<file path="src/rtl/vga_timing_gen.sv">
// Parametrised VGA raster timing generator: free-running h/v counters feeding one
// registered output stage, so sync, data-enable, coordinates and strobes describe the same pixel.
module vga_timing_gen #(
  parameter int   H_ACTIVE = 640,
  parameter int   H_FP     = 16,
  parameter int   H_SYNC   = 96,
  parameter int   H_BP     = 48,
  parameter int   V_ACTIVE = 480,
  parameter int   V_FP     = 10,
  parameter int   V_SYNC   = 2,
  parameter int   V_BP     = 33,
  parameter logic HS_POL   = 1'b0,
  parameter logic VS_POL   = 1'b0,
  parameter int   CNT_W    = 11
) (
  input  logic             pixel_clk,
  input  logic             rst,
  input  logic             pix_en,
  output logic             vga_h_sync,
  output logic             vga_v_sync,
  output logic             inDisplayArea,
  output logic [CNT_W-1:0] CounterX,
  output logic [CNT_W-1:0] CounterY,
  output logic             line_start,
  output logic             frame_start
);

  localparam int H_TOTAL = H_ACTIVE + H_FP + H_SYNC + H_BP;
  localparam int V_TOTAL = V_ACTIVE + V_FP + V_SYNC + V_BP;

  // One extra bit keeps the sync-window sums from wrapping for any legal CNT_W.
  localparam logic [CNT_W:0] C_H_LAST  = (CNT_W+1)'(H_TOTAL - 1);
  localparam logic [CNT_W:0] C_H_ACT   = (CNT_W+1)'(H_ACTIVE);
  localparam logic [CNT_W:0] C_HS_BEG  = (CNT_W+1)'(H_ACTIVE + H_FP);
  localparam logic [CNT_W:0] C_HS_END  = (CNT_W+1)'(H_ACTIVE + H_FP + H_SYNC);
  localparam logic [CNT_W:0] C_V_LAST  = (CNT_W+1)'(V_TOTAL - 1);
  localparam logic [CNT_W:0] C_V_ACT   = (CNT_W+1)'(V_ACTIVE);
  localparam logic [CNT_W:0] C_VS_BEG  = (CNT_W+1)'(V_ACTIVE + V_FP);
  localparam logic [CNT_W:0] C_VS_END  = (CNT_W+1)'(V_ACTIVE + V_FP + V_SYNC);
  localparam logic [CNT_W-1:0] C_ZERO  = {CNT_W{1'b0}};
  localparam logic [CNT_W-1:0] C_ONE   = CNT_W'(1);

  generate
    if ((H_TOTAL > (2 ** CNT_W)) || (V_TOTAL > (2 ** CNT_W))) begin : g_cnt_w_too_small
      $error("vga_timing_gen: CNT_W cannot hold H_TOTAL-1 / V_TOTAL-1");
    end
  endgenerate

  logic [CNT_W-1:0] r_h_cnt;
  logic [CNT_W-1:0] r_v_cnt;
  logic [CNT_W:0]   w_h_ext;
  logic [CNT_W:0]   w_v_ext;
  logic [CNT_W-1:0] w_h_next;
  logic [CNT_W-1:0] w_v_next;
  logic             w_h_last;
  logic             w_v_last;
  logic             w_de;
  logic             w_hs_act;
  logic             w_vs_act;
  logic             w_line;
  logic             w_frame;

  // Next-count and per-pixel decode, all derived from the pre-increment counters.
  always_comb begin
    w_h_ext  = {1'b0, r_h_cnt};
    w_v_ext  = {1'b0, r_v_cnt};
    w_h_last = (w_h_ext == C_H_LAST);
    w_v_last = (w_v_ext == C_V_LAST);
    w_h_next = r_h_cnt;
    w_v_next = r_v_cnt;
    if (w_h_last) begin
      w_h_next = C_ZERO;
      if (w_v_last) begin
        w_v_next = C_ZERO;
      end else begin
        w_v_next = r_v_cnt + C_ONE;
      end
    end else begin
      w_h_next = r_h_cnt + C_ONE;
      w_v_next = r_v_cnt;
    end
    w_de     = (w_h_ext < C_H_ACT) && (w_v_ext < C_V_ACT);
    w_hs_act = (w_h_ext >= C_HS_BEG) && (w_h_ext < C_HS_END);
    w_vs_act = (w_v_ext >= C_VS_BEG) && (w_v_ext < C_VS_END);
    w_line   = (r_h_cnt == C_ZERO);
    w_frame  = w_line && (r_v_cnt == C_ZERO);
  end

  // Raster counters advance only on enabled edges.
  always_ff @(posedge pixel_clk or posedge rst) begin
    if (rst) begin
      r_h_cnt <= C_ZERO;
      r_v_cnt <= C_ZERO;
    end else if (pix_en) begin
      r_h_cnt <= w_h_next;
      r_v_cnt <= w_v_next;
    end
  end

  // Output stage: everything lags the counters by exactly one enabled edge and holds on stalls.
  always_ff @(posedge pixel_clk or posedge rst) begin
    if (rst) begin
      CounterX      <= C_ZERO;
      CounterY      <= C_ZERO;
      inDisplayArea <= 1'b0;
      vga_h_sync    <= ~HS_POL;
      vga_v_sync    <= ~VS_POL;
      line_start    <= 1'b0;
      frame_start   <= 1'b0;
    end else if (pix_en) begin
      CounterX      <= r_h_cnt;
      CounterY      <= r_v_cnt;
      inDisplayArea <= w_de;
      vga_h_sync    <= w_hs_act ? HS_POL : ~HS_POL;
      vga_v_sync    <= w_vs_act ? VS_POL : ~VS_POL;
      line_start    <= w_line;
      frame_start   <= w_frame;
    end
  end

endmodule
</file>
<file path="config.mk">
export PLATFORM = sky130hd
export DESIGN_NAME = vga_timing_gen
export DESIGN_NICKNAME = d
export VERILOG_FILES = /design/src/rtl/vga_timing_gen.sv
export SDC_FILE = /design/constraint.sdc
export NUM_CORES = 1
export LEC_CHECK = 0
export BUFFER_PORTS_ARGS = -buffer_cell sky130_fd_sc_hd__buf_2
export CORE_MARGIN = 8
export CORE_UTILIZATION = 25
export CTS_CLUSTER_DIAMETER = 40
export DETAILED_ROUTE_END_ITERATION = 7
export GPL_ROUTABILITY_DRIVEN = 0
export PLACE_DENSITY = 0.43
export SETUP_SLACK_MARGIN = 0.2
export SLEW_MARGIN = 5
export SYNTH_ARGS = -nofsm -noshare
export SYNTH_HDL_FRONTEND = slang
export SYNTH_SLANG_ARGS = --single-unit
export TNS_END_PERCENT = 20
</file>
<file path="constraint.sdc">
create_clock -name pixel_clk -period 2.4 [get_ports pixel_clk]
set_clock_uncertainty 0.15 [all_clocks]
set_input_delay 0.24 -clock pixel_clk [delete_from_list [all_inputs] [get_ports pixel_clk]]
set_output_delay 0.24 -clock pixel_clk [all_outputs]
set_load 0.05 [all_outputs]
</file>
# After elaboration in Yosys (flattened, before gate mapping)
# Index checks and enable logic that the tools add are counted.
# classes
add_sub_neg,2
n_lt_le_gt_ge,6
eq_ne,2
muxes,4
n_reduce_logical,7
# ops
op,count
$add 11x1->11 const B,2
$eq 11x10->1 const B,2
$logic_not 11->1,2
$lt 11x10->1 const B,2
$lt 11x9->1 const B,2
$mux 11,2
$ge 11x10->1 const B,1
$ge 11x9->1 const B,1
$logic_and 1x1->1,4
$mux 1,2
$reduce_and 2->1,1
# word_totals
regBits,49
output_inout_bits,27
wordCells,30

# Logic depth before layout (Yosys ltp)
# Gate-level depths: netlist (run 1).
# logic_depth
word_depth,3
ltp_mapped,6

# Least setup slack after synthesis (run 1)
# OpenSTA, ideal clock, no wires.
# synth_path
path_kind,reg2reg
startpoint,register r_h_cnt[5]
endpoint,register r_v_cnt[9]
arrival_time_ns,1.672
slack_ns,0.496
path_stages_with_launch,6
cell_sequence,dfrtp_1 -> or3_4 -> or3_1 -> buf_6 -> o31a_1 -> a31oi_1
# synth_via
elab_chain_cells,2
# synth_lines
element,line,text
start: declaration,49,logic [CNT_W-1:0] r_h_cnt;
start signal: assignment,95,r_h_cnt <= w_h_next;
$eq 11x10->1,67,w_h_last = (w_h_ext == C_H_LAST);
$reduce_and 2->1 (no line),--,
end signal: assignment,96,r_v_cnt <= w_v_next;
end: declaration,50,logic [CNT_W-1:0] r_v_cnt;
# No other way between the ends.
# A chain may end at the register's enable or synchronous reset.

# Worst setup path after layout (run 1)
# layout_path
startpoint,register r_h_cnt[1]
endpoint,register r_h_cnt[10]
# layout_via
elab_chain_cells,2
elab_cells_between_ends,3
# layout_lines
element,line,text
$add 11x1->11 / $eq 11x10->1 (equally long branches),"79, 67",
$mux 11 *,71,if (w_h_last) begin
# Mark *: on every way between the ends. The rest lies on a longest branch, timed or not.

==> summary.txt, run 1 <==
Run status
  • Outcome: finished clean

Detailed routing
  • Total iterations of the first detailed-routing run: 4
  • Routed vias/inst: ~4.5
  • DR vias: 1505
  • Antenna Nets Post-Route: 0
  • Post-route DRC: 0
  • Final routed wirelength across all metal layers: approximately 5000 um
  • Routed wire length per instance: around 15 um
  • DRC violation total after the first TritonRoute iteration: 36

Placed design
  • Half-perimeter wire length of the detailed placement result: between 3000 and 4000 um
  • Count of buffers from port buffering: 29

Synthesis
  • Cell area after technology mapping: ~0.0022 mm2
  • Count of cell types in the netlist: 44
  • Total nets after synthesis: 199
  • Number of storage elements in the synthesis netlist: 49
  • Share of Yosys cell area claimed by the top area cell type: about 52%
  • Warning count from the yosys run: 0
  • Sequential cell area fraction in the yosys report: 54.8%
  • Post-synth EDFFs: 0
  • Average instance area after synthesis: around 12 um2
  • Share of async-settable or async-resettable flops after synthesis: between 90% and 100%
  • Cells after Synth: ~190
  • Main synth FF type: dfrtp_1
  • Most area-hungry cell type in the Yosys netlist: dfrtp_1
  • Top area cells in the synthesized netlist: dfrtp_1 (52%), mux2_2 (11%), xor2_1 (2.7%)

STA
  • Setup TNS: 0 ns
  • Count of endpoints failing setup in the final report: 0
  • Setup repair after global routing missed its margin: true
  • Pins Over Slew Limit: 0
  • Worst rel slew slack: 60.8%
  • Maximum frequency from static timing analysis: 0.489 GHz
  • Tightest Pin Transition: 0.580 ns
  • Share of the clock period used by the worst path after layout: between 80% and 90%
  • Total count of hold-check failures in the final report: 0
  • Min Hold Slack: around 0.19 ns
  • Minimum period implied by the final worst setup slack: ~2.0 ns

Critical path
  • CP endpoint kind: register
  • Register-to-Register Setup Slack: between 0.3 and 0.4 ns
  • Category of cells accounting for the largest share of critical-path delay: simple AND/OR/NAND/NOR gates
  • Worst Path Max Fanout: 6
  • Critical path class: reg -> reg
  • Crit start category: register
  • Maximum single-stage delay on the critical path: approximately 0.52 ns
  • Crit path buf inv count: 0
  • Arrival time at the worst endpoint: 2.14 ns
  • Critical Path Slowest Stage Cell: or3b_2
  • Crit path required time: 2.50 ns
  • Ordered list of cells on the worst path: ha_1, nand4_2, or3b_2, or4_1, nand2_1

Clock network
  • H-tree depth: 2
  • CTS Root Cell: clkbuf_8
  • Number of clock sinks: between 40 and 50
  • Buffer depth of the longest clock path: 2
  • Worst skew pair latency: 0.30 ns
  • Clock tree from TritonCTS: done
  • TritonCTS buffer count: 5
  • Reg clk slew, reported paths: around 0.09 ns

Floorplanning
  • Overall die width: 111 um
  • Total die area: around 0.012 mm2
  • Initial core utilization: between 20% and 30%
  • Core box area: 0.00872 mm2
  • Site Rows: 34
  • Io pins: 30
  • Height of the chip: ~110 um

Cells and area
  • Fill count: 910
  • Sequential standard cell area: between 0.001 and 0.0015 mm2
  • Share of cells above drive strength 1: ~33%
  • Net count, final: between 200 and 250
  • Leading cell types in the layout, fill and taps excluded: dfrtp_1 (47), buf_2 (29), mux2_2 (22)
  • Relative area change from synthesis to final layout: 17.2%
  • Number of antenna cells inserted: 0
  • Leading cell type in the layout, fill and taps excluded: dfrtp_1
  • Multi-input logic area: ~920 um2

Global route
  • Antenna violations before repair: 0
  • Pin count of the biggest net entering global routing: 36
  • First-pass GRT wire length: 8540 um
  • Global route total overflow: 0
  • Via count of the first global-routing pass: 1585
  • Global-route usage over all layers: 8.50%

Job
  • Maximum Capacitance Violations: 0

Power
  • Power density of the placed cells: 739 mW/mm2
  • Leak: ~1.2 nW
  • Total Power: between 1.5 and 2 mW
  • Largest vdd supply drop: around 0.00026 V

Min path
  • Class of the most critical hold timing path: in -> reg
## cell families (layout without fill, tap and decap cells)
group / count (synthesis) / after routing / share of synthesized area (%)
AND/OR/NAND/NOR: 60 / 60 / 16.4
flip-flops: 49 / 49 / 54.8
multiplexers: 24 / 24 / 11.9
buffers and inverters: 23 / 57 / 4.35
AO/OA/AOI/OAI: 20 / 20 / 5.58
XOR/XNOR: 12 / 12 / 4.69
adder cells (fa/ha/maj): 4 / 4 / 2.23
## cells in the mapped netlist (2+ instances only)
| master | count |
|---|---|
| a21oi_1 | 2 |
| and3_1 | 3 |
| buf_1 | 2 |
| buf_2 | 2 |
| clkbuf_1 | 5 |
| dfrtp_1 | 47 |
| dfstp_2 | 2 |
| ha_1 | 4 |
| inv_1 | 12 |
| mux2_2 | 22 |
| mux2i_1 | 2 |
| nand2_1 | 12 |
| nand3_1 | 5 |
| nand4_1 | 7 |
| nand4b_1 | 2 |
| nor2_1 | 9 |
| nor3_1 | 4 |
| nor4_1 | 3 |
| o21ai_0 | 7 |
| o22ai_1 | 3 |
| o31ai_1 | 3 |
| or3_1 | 2 |
| xnor2_1 | 5 |
| xor2_1 | 7 |
## power by group
part | total [mW] | switching [mW] | internal (mW) | leakage, nW
Sequential | 0.994 | 0.0830 | 0.911 | 0.625
Combinational | 0.439 | 0.297 | 0.142 | 0.578
Clock | 0.507 | 0.272 | 0.236 | 0.0455
Total | 1.94 | 0.652 | 1.29 | 1.25
## flip-flops by register name (all words and copies together) (netlist names)
signal,cells
inDisplayArea,1
vga_h_sync,1
r_h_cnt,11
CounterY,11
CounterX,11
line_start,1
r_v_cnt,11
vga_v_sync,1
frame_start,1
## path summary, 6_finish.rpt
check,startpoint,cells past startpoint,to
max in group asynchronous,rst,4,vga_v_sync
min,pix_en,3,r_h_cnt[4]
max reg2reg,r_h_cnt[1],5,r_h_cnt[10]
max,r_h_cnt[1],5,r_h_cnt[10]
min in group asynchronous,rst,3,r_h_cnt[6]
min reg2reg,vga_h_sync,2,vga_h_sync
## repair_timing
item                                    4_1_cts  5_1_grt
endpoints found under the setup margin        0        7
hold buffers                                  1        0
buffers inserted                              0        0
endpoints found under the hold margin        21        0
gates resized for setup                       0        1
## layer usage
metal | vias to the layer above | part of all wire [%] | track usage (%)
li1 | 735 | - | -
met1 | 731 | 49 | 11.3
met2 | 31 | 46 | 12.8
met3 | 8 | 3.9 | 2.49
met4 | 0 | 1.2 | 2.97
met5 | - | 0 | 0
## cell type report
type / instances / share of cell area, %
Inverter: 12 / 1.72
Timing Repair Buffer: 37 / 7.91
Tap cell: 108 / 5.15
Clock buffer: 8 / 3.43
Sequential cell: 49 / 46.8
Multi-Input combinational cell: 120 / 35.0
## per-stage QoR
stage               instance area (um2)  worst slack (ns)  std cells  util [%]
global route                       2630             0.150        334      30.1
finish                             2630             0.354        334      30.1
floorplan                          2240             0.496        192         -
CTS                                2620             0.224        334      30.1
detailed placement                 2520             0.268        325      28.9
global placement                   2520             0.299        325      28.9
## worst register-to-register path, stage by stage, from the launching register on
cell and delay (ns):
dfrtp_1 0.39, ha_1 0.24, nand4_2 0.21, or3b_2 0.52, or4_1 0.40, nand2_1 0.07
No activity file was read; power rests on OpenSTA's default activity.
==> run 2: changes to the inputs <==
--- a/config.mk
+++ b/config.mk
@@ -5,7 +5,7 @@
 export SDC_FILE = /design/constraint.sdc
 export NUM_CORES = 1
 export LEC_CHECK = 0
-export BUFFER_PORTS_ARGS = -buffer_cell sky130_fd_sc_hd__buf_2
+export BUFFER_PORTS_ARGS = -buffer_cell sky130_fd_sc_hd__clkbuf_2
 export CORE_MARGIN = 8
 export CORE_UTILIZATION = 25
 export CTS_CLUSTER_DIAMETER = 40
==> run 2 against run 1 <==
Compared with the run above: core utilization up 0.27 points; setup slack worse by 0.011 ns; wire length up 0.64%; first-iteration DRC count down 14%; via count up 2.7%; clock-buffer cell count down 1; critical path depth unchanged; die area unchanged; cell count up 0.30%; largest power group unchanged.
==> summary.txt, run 2 (synthesis gave the netlist of run 1 again) <==
Run status
  • Outcome: finished clean

Clock network
  • Reg clk slew, reported paths: around 0.090 ns
  • Buffer depth of the longest clock path: 2
  • TritonCTS buffer count: 5
  • Clock tree from TritonCTS: done
  • CTS Root Cell: clkbuf_8
  • Number of clock sinks: roughly 50
  • Worst skew pair latency: approximately 0.3 ns
  • H-tree depth: 2

Floorplanning
  • Site Rows: 34
  • Core box area: approximately 0.0087 mm2
  • Height of the chip: between 100 and 150 um
  • Io pins: 30
  • Overall die width: approximately 110 um
  • Initial core utilization: between 20 and 30%
  • Total die area: ~0.012 mm2

Job
  • Maximum Capacitance Violations: 0

Global route
  • Via count of the first global-routing pass: approximately 1600
  • Pin count of the biggest net entering global routing: 28
  • First-pass GRT wire length: 8580 um
  • Met3 usage: 2.60%
  • Top Usage Layer GRT: met2
  • Met2 track demand over resource: between 10% and 20%
  • Global-route usage over all layers: 8.45%
  • Antenna violations before repair: 0
  • Global route total overflow: 0
  • Global-route met1 utilization: ~11%

Power
  • Logic gate share of total power: a little under a quarter
  • Leak: approximately 1.3 nW
  • Power density of the placed cells: between 700 and 800 mW/mm2
  • Switching power: roughly 0.66 mW
  • Internal Power: 1.29 mW
  • Largest vdd supply drop: roughly 0.0003 V
  • Clock group share of total power: between 20 and 30%
  • Sequential group share of total power: between 50% and 60%
  • Switching share of power: 33.7%

Detailed routing
  • Post-route DRC: 0
  • DR vias: 1546
  • Antenna Nets Post-Route: 0
  • Total iterations of the first detailed-routing run: 4
  • Routed vias/inst: between 4 and 5
  • DRC violation total after the first TritonRoute iteration: 31
  • Final routed wirelength across all metal layers: roughly 5000 um
  • Routed wire length per instance: about 15 um

STA
  • Setup slack of the critical path after layout: 0.344 ns
  • Setup TNS: 0 ns
  • Tightest Pin Transition: 0.621 ns
  • Count of endpoints failing setup in the final report: 0
  • Share of the clock period used by the worst path after layout: between 80 and 90%
  • Minimum period implied by the final worst setup slack: 2.06 ns
  • Total count of hold-check failures in the final report: 0
  • Setup repair after global routing missed its margin: false
  • Pins Over Slew Limit: 0
  • Worst rel slew slack: between 50 and 60%
  • Maximum frequency from static timing analysis: between 0.4 and 0.5 GHz

Cells and area
  • Number of antenna cells inserted: 0
  • Leading cell types in the layout, fill and taps excluded: dfrtp_1 (47), clkbuf_2 (29), mux2_2 (22)
  • Leading cell type in the layout, fill and taps excluded: dfrtp_1
  • Relative area change from synthesis to final layout: 18.3%
  • Net count, final: ~230
  • Share of cells above drive strength 1: about a third

Critical path
  • Register-to-Register Setup Slack: between 0.3 and 0.4 ns
  • Worst Path Max Fanout: 6
  • Endpoint of the most critical register-to-register path: r_h_cnt[10]
  • Crit path required time: about 2.5 ns
  • Arrival time at the worst endpoint: 2.15 ns
  • Count of cells along the worst register-to-register path: 5
  • Worst r2r src: r_h_cnt[1]
  • CP endpoint kind: register
  • Critical path class: reg -> reg
  • Crit start category: register

Min path
  • Hold path startpoint: pix_en
  • Class of the most critical hold timing path: in -> reg
  • Hold path depth: 3
  • Worst hold endpoint: r_h_cnt[4]

Placed design
  • Setup slack after placement: approximately 0.27 ns
  • Half-perimeter wire length of the detailed placement result: 3600 um
  • Count of buffers from port buffering: 29
[run 2: cell count changes in the layout (fill, tap and decap cells not counted), sizes merged]
cell and delta:
clkbuf +28, buf -27
[run 2: power by group through the flow]
stage	clock network [mW]	registers, mW	logic, mW
floorplan	0	1.14	0.203
CTS	0.522	0.987	0.473
global route	0.555	1.00	0.501
global placement	0	1.00	0.472
finish	0.503	0.984	0.465
detailed placement	0	1.00	0.470
[run 2: critical path, cell delays in order (launching register included)]
cell	delay (ns)
dfrtp_1	0.40
ha_1	0.22
nand4_2	0.22
or3b_2	0.53
or4_1	0.40
nand2_1	0.07
[run 2: area by class of cell]
cell class	instances	area, um2
clock buffer	7	86.3
fill	903	6070
inverter	12	45.0
multi-input combinational	120	920
sequential	49	1230
tap	108	135
timing repair buffer	39	235
[run 2: per-layer routing]
metal  up-vias  wire, um
met5         -         0
met4         0        45
met3         6       189
met2        28      2270
met1       772      2520
li1        740         -
[run 2: worst max-delay path by stage]
stage          startpoint     endpoint  cells after the start
2_1_floorplan  r_h_cnt[5]   r_v_cnt[9]                      5
3_3_place_gp   r_h_cnt[0]   r_v_cnt[9]                      5
3_5_place_dp   r_h_cnt[1]   r_v_cnt[9]                      5
4_1_cts        r_h_cnt[1]  r_v_cnt[10]                      5
5_1_grt        r_v_cnt[5]   r_v_cnt[0]                      4
6_report       r_h_cnt[1]  r_h_cnt[10]                      5
[run 2: what timing repair did]
item / in CTS / in global routing
setup buffers: 0 / 0
hold buffers: 1 / 0
hold endpoints to repair: 26 / 0
gates resized for setup: 0 / 1
setup endpoints to repair: 0 / 2
[run 2: metrics by stage]
stage	hold slack [ns]	cells	area (um2)	util, %	power [mW]
after CTS	0.161	335	2650	30.3	1.98
final	0.165	335	2650	30.4	1.95
after floorplan	0.333	192	2240	-	1.34
after global placement	0.183	327	2550	29.2	1.47
after global routing	0.171	335	2650	30.4	2.06
after detailed placement	0.187	327	2550	29.2	1.47
==> run 3: changes to the inputs <==
--- a/config.mk
+++ b/config.mk
@@ -11,7 +11,7 @@
 export CTS_CLUSTER_DIAMETER = 40
 export DETAILED_ROUTE_END_ITERATION = 7
 export GPL_ROUTABILITY_DRIVEN = 0
-export PLACE_DENSITY = 0.43
+export PLACE_DENSITY_LB_ADDON = 0.15
 export SETUP_SLACK_MARGIN = 0.2
 export SLEW_MARGIN = 5
 export SYNTH_ARGS = -nofsm -noshare
==> constraint.sdc (replaced) <==
create_clock -name pixel_clk -period 2.18 [get_ports pixel_clk]
set_clock_uncertainty 0.15 [all_clocks]
set_input_delay 0.218 -clock pixel_clk [delete_from_list [all_inputs] [get_ports pixel_clk]]
set_output_delay 0.218 -clock pixel_clk [all_outputs]
set_load 0.05 [all_outputs]
==> run 3 against run 2 <==
Compared with the run above: total power is 17% higher; core utilization is 1.3 points higher; wire length is 2.6% higher; maximum frequency is 6.3% higher; combinational power is 15% higher; cell count is 2.4% higher; via count is 3.4% higher; non-clock buffer count is 7 higher; largest power group unchanged.
==> summary.txt, run 3 (synthesis gave the netlist of run 1 again) <==
Detailed routing
  • DRC violation total after the first TritonRoute iteration: 24
  • Post-route DRC: 0
  • Routed wire length per instance: 15.1 um
  • Routed vias/inst: 4.66
  • Final routed wirelength across all metal layers: 5160 um
  • DR vias: 1599
  • Total iterations of the first detailed-routing run: 4
  • Antenna Nets Post-Route: 0

Floorplanning
  • Overall die width: approximately 110 um
  • Total die area: roughly 0.012 mm2
  • Io pins: 30
  • Site Rows: 34
  • Initial core utilization: 25.7%
  • Height of the chip: 111 um
  • Core box area: 0.00872 mm2

Power
  • Leak: between 1 and 1.5 nW
  • Largest vdd supply drop: between 0.0002 and 0.00025 V
  • Total Power: 2.29 mW
  • Power density of the placed cells: 827 mW/mm2

Critical path
  • CP endpoint kind: register
  • Critical Path Slowest Stage Cell: dfrtp_1
  • Arrival time at the worst endpoint: ~2 ns
  • Crit start category: register
  • Worst Path Max Fanout: 9
  • Crit path required time: 2.25 ns
  • Ordered list of cells on the worst path: or3_4, or3_4, o31a_1, a31oi_1
  • Worst r2r src: r_h_cnt[6]
  • Most numerous cell on the critical path: or3_4
  • Maximum single-stage delay on the critical path: roughly 0.43 ns
  • Critical path class: reg -> reg
  • Launch point of the critical path: r_h_cnt[6]

STA
  • Setup repair after global routing missed its margin: true
  • Share of the clock period used by the worst path after layout: about nine tenths
  • Setup TNS: 0 ns
  • Setup slack of the critical path after layout: around 0.25 ns
  • Count of endpoints failing setup in the final report: 0
  • Minimum period implied by the final worst setup slack: ~1.9 ns
  • Total count of hold-check failures in the final report: 0
  • Worst rel slew slack: just over 60%
  • Tightest Pin Transition: around 0.57 ns
  • Pins Over Slew Limit: 0
  • Maximum frequency from static timing analysis: ~0.52 GHz

Clock network
  • Clock tree from TritonCTS: done
  • TritonCTS buffer count: 5
  • Number of post-CTS setup repair buffers: 0
  • Reg clk slew, reported paths: about 0.090 ns
  • Worst skew pair latency: about 0.30 ns
  • Number of clock sinks: 49
  • H-tree depth: 2
  • CTS Root Cell: clkbuf_8
  • Buffer depth of the longest clock path: 2

Cells and area
  • Relative area change from synthesis to final layout: 23.4%
  • Leading cell types in the layout, fill and taps excluded: dfrtp_1 (47), clkbuf_2 (29), mux2_2 (22)
  • Number of antenna cells inserted: 0
  • Leading cell type in the layout, fill and taps excluded: dfrtp_1
  • Fill count: 893
  • Share of cells above drive strength 1: 37.4%
  • Final standard cell utilization of the core: a little under a third
  • Net count, final: around 240

Placed design
  • Setup slack after placement: roughly 0.15 ns
  • Half-perimeter wire length of the detailed placement result: 3710 um
  • Count of buffers from port buffering: 29

Global route
  • Via count of the first global-routing pass: 1777
  • Global-route usage over all layers: approximately 9%
  • Pin count of the biggest net entering global routing: 36
  • Top Usage Layer GRT: met2
  • Met2 track demand over resource: 14.7%
  • Global route total overflow: 0
  • Global-route met1 utilization: ~11%
  • Antenna violations before repair: 0
  • First-pass GRT wire length: ~9000 um
  • Met3 usage: ~2.7%

Min path
  • Class of the most critical hold timing path: in -> reg
  • Hold path startpoint: pix_en

Run status
  • Outcome: finished clean

Job
  • Maximum Capacitance Violations: 0
## run 3: stage by stage
step / area [um2] / instances / hold WS, ns
after floorplan: 2240 / 192 / 0.333
after global placement: 2600 / 334 / 0.146
after detailed placement: 2600 / 334 / 0.153
after CTS: 2730 / 343 / 0.202
after global routing: 2770 / 343 / 0.238
final: 2770 / 343 / 0.230
## run 3: final cells by class
class                           instances  area, um2  area share, %
Clock buffer                            7       86.3           3.12
Clock inverter                          1       30.0           1.09
Inverter                               12       45.0           1.63
Multi-Input combinational cell        120        952           34.4
Sequential cell                        49       1230           44.4
Tap cell                              108        135           4.89
Timing Repair Buffer                   46        288           10.4
## run 3: per-layer routing
metal,wire length [um],part of all wire [%],up-vias
li1,-,-,759
met2,2490,48,22
met5,0,0,-
met4,43,0.83,0
met1,2480,48,814
met3,147,2.8,4
## run 3: critical path: cells and delay by family (launching register included)
kind,cells,cell delay [ns]
flip-flops,1,0.43
AND/OR/NAND/NOR,2,0.83
AO/OA/AOI/OAI,2,0.45
## run 3: repair_timing
action / 4_1_cts / 5_1_grt
endpoints found under the hold margin: 22 / 0
setup endpoints to repair: 3 / 10
resized for setup: 1 / 6
hold buffers: 1 / 0
## run 3: path summary, 6_finish.rpt
check	to	slack (ns)	cells after the start
max	r_v_cnt[9]	0.25	4
min	r_h_cnt[4]	0.23	4
max reg2reg	r_v_cnt[9]	0.25	4
min reg2reg	vga_v_sync	0.35	2
max in group asynchronous	vga_h_sync	0.92	4
min in group asynchronous	CounterY[7]	0.36	3
## run 3: power breakdown
part	internal, mW	total, mW	switching [mW]
clock	0.374	0.676	0.301
combinational	0.178	0.535	0.356
sequential	1.00	1.08	0.0736
